[config.mk]
export PLATFORM = sky130hd
export DESIGN_NAME = counter_monitor_flat
export DESIGN_NICKNAME = d
export VERILOG_FILES = /design/src/rtl/counter_monitor_if.sv /design/src/rtl/counter_monitor.sv /design/src/flat_wrapper.sv
export SDC_FILE = /design/constraint.sdc
export NUM_CORES = 1
export LEC_CHECK = 0
export BUFFER_PORTS_ARGS = -buffer_cell sky130_fd_sc_hd__buf_2
export CORE_ASPECT_RATIO = 1.25
export CORE_UTILIZATION = 52
export DETAILED_ROUTE_END_ITERATION = 8
export GPL_TIMING_DRIVEN = 0
export PLACE_DENSITY = 0.79
export SETUP_SLACK_MARGIN = 0.3
export SYNTH_ARGS = -nofsm -noshare
export SYNTH_HDL_FRONTEND = slang
export SYNTH_SLANG_ARGS = --single-unit
[constraint.sdc]
create_clock -name clk -period 2 [get_ports clk]
set_input_delay 0 -clock clk [delete_from_list [all_inputs] [get_ports clk]]
set_output_delay 0 -clock clk [all_outputs]
set_load 0.05 [all_outputs]
[src/rtl/counter_monitor_if.sv]
// Signals of the monitored up/down/load counter, as seen by the monitor.
// master drives the counter side; slave is the monitor's view.
interface counter_monitor_if #(
  parameter int WIDTH = 4
);
  logic             en_load;
  logic [WIDTH-1:0] load;
  logic             up_ndown;
  logic [WIDTH-1:0] cnt;

  modport master (output en_load, load, up_ndown, cnt);
  modport slave  (input  en_load, load, up_ndown, cnt);
endinterface

[src/rtl/counter_monitor.sv]
// Predicts the monitored counter's next value each cycle and flags, counts
// and captures mismatches against the observed cnt.
//
//   state | meaning
//   IDLE  | monitor off, exp_cnt holds, nothing compared
//   SYNC  | one cycle: sample observed cnt/controls as baseline, no compare
//   CHECK | compare cnt against last prediction, re-predict from observed cnt
module counter_monitor #(
  parameter int WIDTH = 4,
  parameter int ERRW  = 8
) (
  input  logic                 clk,
  input  logic                 reset,
  input  logic                 check_en,
  input  logic                 err_clr,
  counter_monitor_if.slave     mon,
  output logic                 mismatch,
  output logic                 err_flag,
  output logic [ERRW-1:0]      err_count,
  output logic [WIDTH-1:0]     exp_cnt,
  output logic [WIDTH-1:0]     first_exp,
  output logic [WIDTH-1:0]     first_got
);

  typedef enum logic [1:0] {IDLE, SYNC, CHECK} state_t;

  state_t           state, state_nxt;
  logic             upd_exp;
  logic             cmp;
  logic             miss;
  logic [WIDTH-1:0] pred;

  // load has priority over direction; wrap-around is natural modulo 2^WIDTH
  always_comb begin
    if (mon.en_load)       pred = mon.load;
    else if (mon.up_ndown) pred = mon.cnt + 1'b1;
    else                   pred = mon.cnt - 1'b1;
  end

  always_ff @(posedge clk or negedge reset) begin
    if (!reset) state <= IDLE;
    else        state <= state_nxt;
  end

  always_comb begin
    state_nxt = state;
    upd_exp   = 1'b0;
    cmp       = 1'b0;
    case (state)
      IDLE: begin
        if (check_en) state_nxt = SYNC;
      end
      SYNC: begin
        if (!check_en) begin
          state_nxt = IDLE;
        end else begin
          state_nxt = CHECK;
          upd_exp   = 1'b1;
        end
      end
      CHECK: begin
        if (!check_en) begin
          state_nxt = IDLE;
        end else begin
          cmp     = 1'b1;
          upd_exp = 1'b1;
        end
      end
      default: state_nxt = IDLE;
    endcase
  end

  assign miss = cmp && (mon.cnt != exp_cnt);

  always_ff @(posedge clk or negedge reset) begin
    if (!reset) begin
      mismatch  <= 1'b0;
      err_flag  <= 1'b0;
      err_count <= '0;
      exp_cnt   <= '0;
      first_exp <= '0;
      first_got <= '0;
    end else begin
      mismatch <= miss;
      // re-predicting from the observed value keeps one glitch to one error
      if (upd_exp) exp_cnt <= pred;
      if (err_clr) begin
        err_flag  <= 1'b0;
        err_count <= '0;
        first_exp <= '0;
        first_got <= '0;
      end else if (miss) begin
        err_flag <= 1'b1;
        if (err_count != {ERRW{1'b1}}) err_count <= err_count + 1'b1;
        if (!err_flag) begin
          first_exp <= exp_cnt;
          first_got <= mon.cnt;
        end
      end
    end
  end

endmodule

[src/flat_wrapper.sv]
// flat-port wrapper written by rule: the top's interface ports become plain ports
module counter_monitor_flat 
#(
  parameter int WIDTH = 4,
  parameter int ERRW  = 8
)
  (clk, reset, check_en, err_clr, mismatch, err_flag, err_count, exp_cnt, first_exp, first_got, mon_en_load, mon_load, mon_up_ndown, mon_cnt);
  counter_monitor_if #(.WIDTH(WIDTH)) mon_i ();
  input  logic clk;
  input  logic reset;
  input  logic check_en;
  input  logic err_clr;
  output logic mismatch;
  output logic err_flag;
  output logic [ERRW-1:0] err_count;
  output logic [WIDTH-1:0] exp_cnt;
  output logic [WIDTH-1:0] first_exp;
  output logic [WIDTH-1:0] first_got;
  input wire logic [$bits(mon_i.en_load)-1:0] mon_en_load;
  input wire logic [$bits(mon_i.load)-1:0] mon_load;
  input wire logic [$bits(mon_i.up_ndown)-1:0] mon_up_ndown;
  input wire logic [$bits(mon_i.cnt)-1:0] mon_cnt;
  assign mon_i.en_load = mon_en_load;
  assign mon_i.load = mon_load;
  assign mon_i.up_ndown = mon_up_ndown;
  assign mon_i.cnt = mon_cnt;
  counter_monitor #(.WIDTH(WIDTH), .ERRW(ERRW)) u_core (.clk(clk), .reset(reset), .check_en(check_en), .err_clr(err_clr), .mon(mon_i), .mismatch(mismatch), .err_flag(err_flag), .err_count(err_count), .exp_cnt(exp_cnt), .first_exp(first_exp), .first_got(first_got));
endmodule
==> flow_summary_export.csv <==
group,metric,value,unit
run_status,status,"finished, final reports clean",
global_routing,antenna_found_initial,0,
cts,cts_root_buf,"clkbuf_4",
logic_synthesis,synth_fp_nets,156,
placement,io_buffers,33,
cts,clock-sinks,24,
cts,clk_pin_slew,130,ps
logic_synthesis,syn_area,1370,µm²
global_routing,track_usage,25.4,%
global_routing,grt_pass1_wl,5100,µm
power,p_int,1.07,mW
critical_path,rr_endpoint,"u_core.err_count[5]",
power,p_leak,0.918,nW
critical_path,timing.rr.start,"u_core.state[0]",
floorplan,die_x,48.0,µm
logic_synthesis,syn_area_per_cell,10.3,µm²
logic_synthesis,synth_commonest_cells,"24 x dfrtp_1, 15 x nor2_1, 12 x nand2_1, 10 x mux2i_1, 7 x ha_1",
cts,h-tree-depth,1,
critical_path,crit_type,"reg2reg",
logic_synthesis,synth-seq-cells,24,
global_routing,grt_pass1_vias,1199,
cts,clock_path_buffers,2,
logic_synthesis,synth_top_cell_area_share,43.7,%
cts,clk_latency,320,ps
timing,worstMarginPinSlew,559,ps
power,clkPwrFrac,13.9,%
cts,cts_buffers,3,
critical_path,end_kind,"flop",
logic_synthesis,async_flop_share,100,%
power,p_total,1.89,mW
critical_path,start_kind,"flop",
min_path,hp-start,"mon_cnt[2]",
timing,setup_viol,0,
critical_path,required,2220,ps
floorplan,ios,36,
routing,dr.pass1.iters,4,
critical_path,critPathTopFamily,"simple AND/OR/NAND/NOR gates",
cells_and_area,fin_nets,213,
critical_path,worstPathArrival,1960,ps
routing,dr_total_vias,1275,
power,powerDensity,974,nW/µm²
min_path,holdPathEnd,"u_core.first_got[2]",
cells_and_area,num_antenna_cells,0,
timing,fmax,0.572,GHz
routing,drtIter0Drc,34,
floorplan,start_util,55.5,%
floorplan,dieArea,2850,µm²
global_routing,grt-ovfl-total,0,
power,p_comb_share,51.0,%
min_path,hold_path.class,"in2reg",
logic_synthesis,synthDistinctLibCells,36,
critical_path,critPathSlowestCell,"dfrtp_1",
floorplan,dieHeight,59.5,µm
timing,slew_headroom,62.7,%
critical_path,cp.buffers_inverters,1,
routing,routed_wl,3350,µm
power,p_sw_share,43.2,%
logic_synthesis,synth_largest_area_cell,"dfrtp_1",
logic_synthesis,ys_warn_count,0,
power,power_frac_seq,35.1,%
routing,avgRoutedWirePerCell,15.0,µm
timing,grt_setup_unrepaired,"true",
logic_synthesis,yosys-top-cells-area,"dfrtp_1 44%, mux2i_1 7.3%, ha_1 6.4%, nor2_1 4.1%, xnor2_1 3.8%",
timing,hold_viol,0,
cells_and_area,layout-drive-gt1-share,46.8,%
floorplan,rows,20,
cells_and_area,area_growth,41.3,%
logic_synthesis,synth.most_common_cell,"dfrtp_1",
critical_path,rr_worst_depth,5,
routing,viasPerCell,5.72,
logic_synthesis,synth_edf_count,0,
routing,drc,0,
critical_path,worstPathMaxFanout,4,
timing,finalMaxSlewViolations,0,
cts,cts_tree,"built",
power,power_switching,816,µW
placement,hpwl,2240,µm
power,ir_drop,683,µV
timing,fin_worst_skew,1.52,ps
timing,tns,0,ps
critical_path,slowest_delay,410,ps
critical_path,crit_cells,5,
logic_synthesis,yosys_most_used_dff,"dfrtp_1",
critical_path,path_cells,"inv_2, ha_4, nand4_1, nor4_2, mux2_1",
logic_synthesis,seq_area_frac_synth,43.7,%
min_path,hold_path_depth,3,
timing,min_period,1750,ps
job,max_cap_viol_count,0,
critical_path,reg2reg_slack,250,ps
cells_and_area,fillers,162,
floorplan,core-area,2480,µm²
routing,final_antenna_net_count,0,
placement,place_congestion,0.806,
logic_synthesis,synth_cells,134,
timing,timing.final.crit_share,87.4,%
global_routing,grt_max_degree,25,
==> flip-flops by register name, indices dropped and copies added (netlist names) <==
signal,count
u_core.err_count,8
u_core.err_flag,1
u_core.state,2
u_core.exp_cnt,4
u_core.first_got,4
u_core.mismatch,1
u_core.first_exp,4
==> power groups by stage <==
stage	sequential [mW]	clock, mW	combinational [mW]
2_1_floorplan	0.874	0	0.347
3_3_place_gp	0.664	0	0.703
3_5_place_dp	0.674	0	0.733
4_1_cts	0.669	0.272	0.837
5_1_grt	0.671	0.291	1.03
6_report	0.664	0.262	0.964
==> layout by cell type, fill, tap and decap left out, types with 4 or more instances in the layout <==
master	n
buf_2	33
nor2_1	15
dfrtp_2	10
o21ai_0	5
inv_1	5
dlygate4sd3_1	7
xnor2_2	4
dfrtp_1	14
buf_4	11
ha_1	5
nand2_1	10
nor2b_1	5
mux2i_1	10
a21oi_1	4
==> cells by family (layout without fill, tap and decap cells) <==
group                    Yosys count  after routing  share of synthesized area [%]
flip-flops                        24             24                           43.7
AO/OA/AOI/OAI                     18             18                           9.75
multiplexers                      16             16                           12.2
AND/OR/NAND/NOR                   51             51                           18.9
buffers and inverters             11             67                           3.83
XOR/XNOR                           6              6                           3.83
adder cells (fa/ha/maj)            8              8                           7.83
==> per-stage QoR <==
stage | hold slack (ps) | instances | instance area [µm²] | worst slack (ps) | utilization (%)
final | 18.6 | 223 | 1940 | 253 | 78.3
after global routing | 26.4 | 223 | 1940 | 218 | 78.3
after CTS | 7.70 | 215 | 1830 | 287 | 73.7
after detailed placement | 24.3 | 200 | 1650 | 106 | 66.7
after global placement | 9.53 | 200 | 1650 | 175 | 66.7
after floorplan | -296 | 134 | 1450 | 259 | -
==> layout make-up <==
type                    instances  area (µm²)  area share, %
plain buffers                   5        30.0           1.55
inverters                       6        22.5           1.16
clock buffers                   4        36.3           1.87
flip-flops and latches         24         613           31.6
well taps                      33        41.3           2.13
multi-input cells              99         856           44.1
repair buffers                 52         342           17.6
==> how the worst max path moves through the flow <==
stage,from,endpoint
2_1_floorplan,u_core.exp_cnt[2],u_core.err_count[4]
3_3_place_gp,u_core.state[0],u_core.err_count[6]
3_5_place_dp,u_core.state[0],u_core.first_exp[1]
4_1_cts,u_core.exp_cnt[3],u_core.err_count[4]
5_1_grt,u_core.state[0],u_core.err_count[5]
6_report,u_core.state[0],u_core.err_count[5]
==> metal layers <==
metal | vias to the layer above | share of wire [%] | track usage [%]
met2 | 44 | 55 | 44.2
met5 | - | 0 | 0
li1 | 585 | - | -
met1 | 637 | 39 | 29.3
met3 | 9 | 3.6 | 2.13
met4 | 0 | 2.6 | 13.9
==> repair_timing <==
item,CTS,global route
pin swaps,0,5
endpoints found under the setup margin,12,15
setup buffers,4,8
gates resized for setup,6,8
hold endpoints to repair,30,0
hold buffers,7,0
==> worst min-delay path, delay by kind of cell <==
kind / cells / cell delay (ps)
multiplexers: 1 / 80
AND/OR/NAND/NOR: 1 / 80
buffers and inverters: 1 / 140
(Power assumes the default switching activity.)
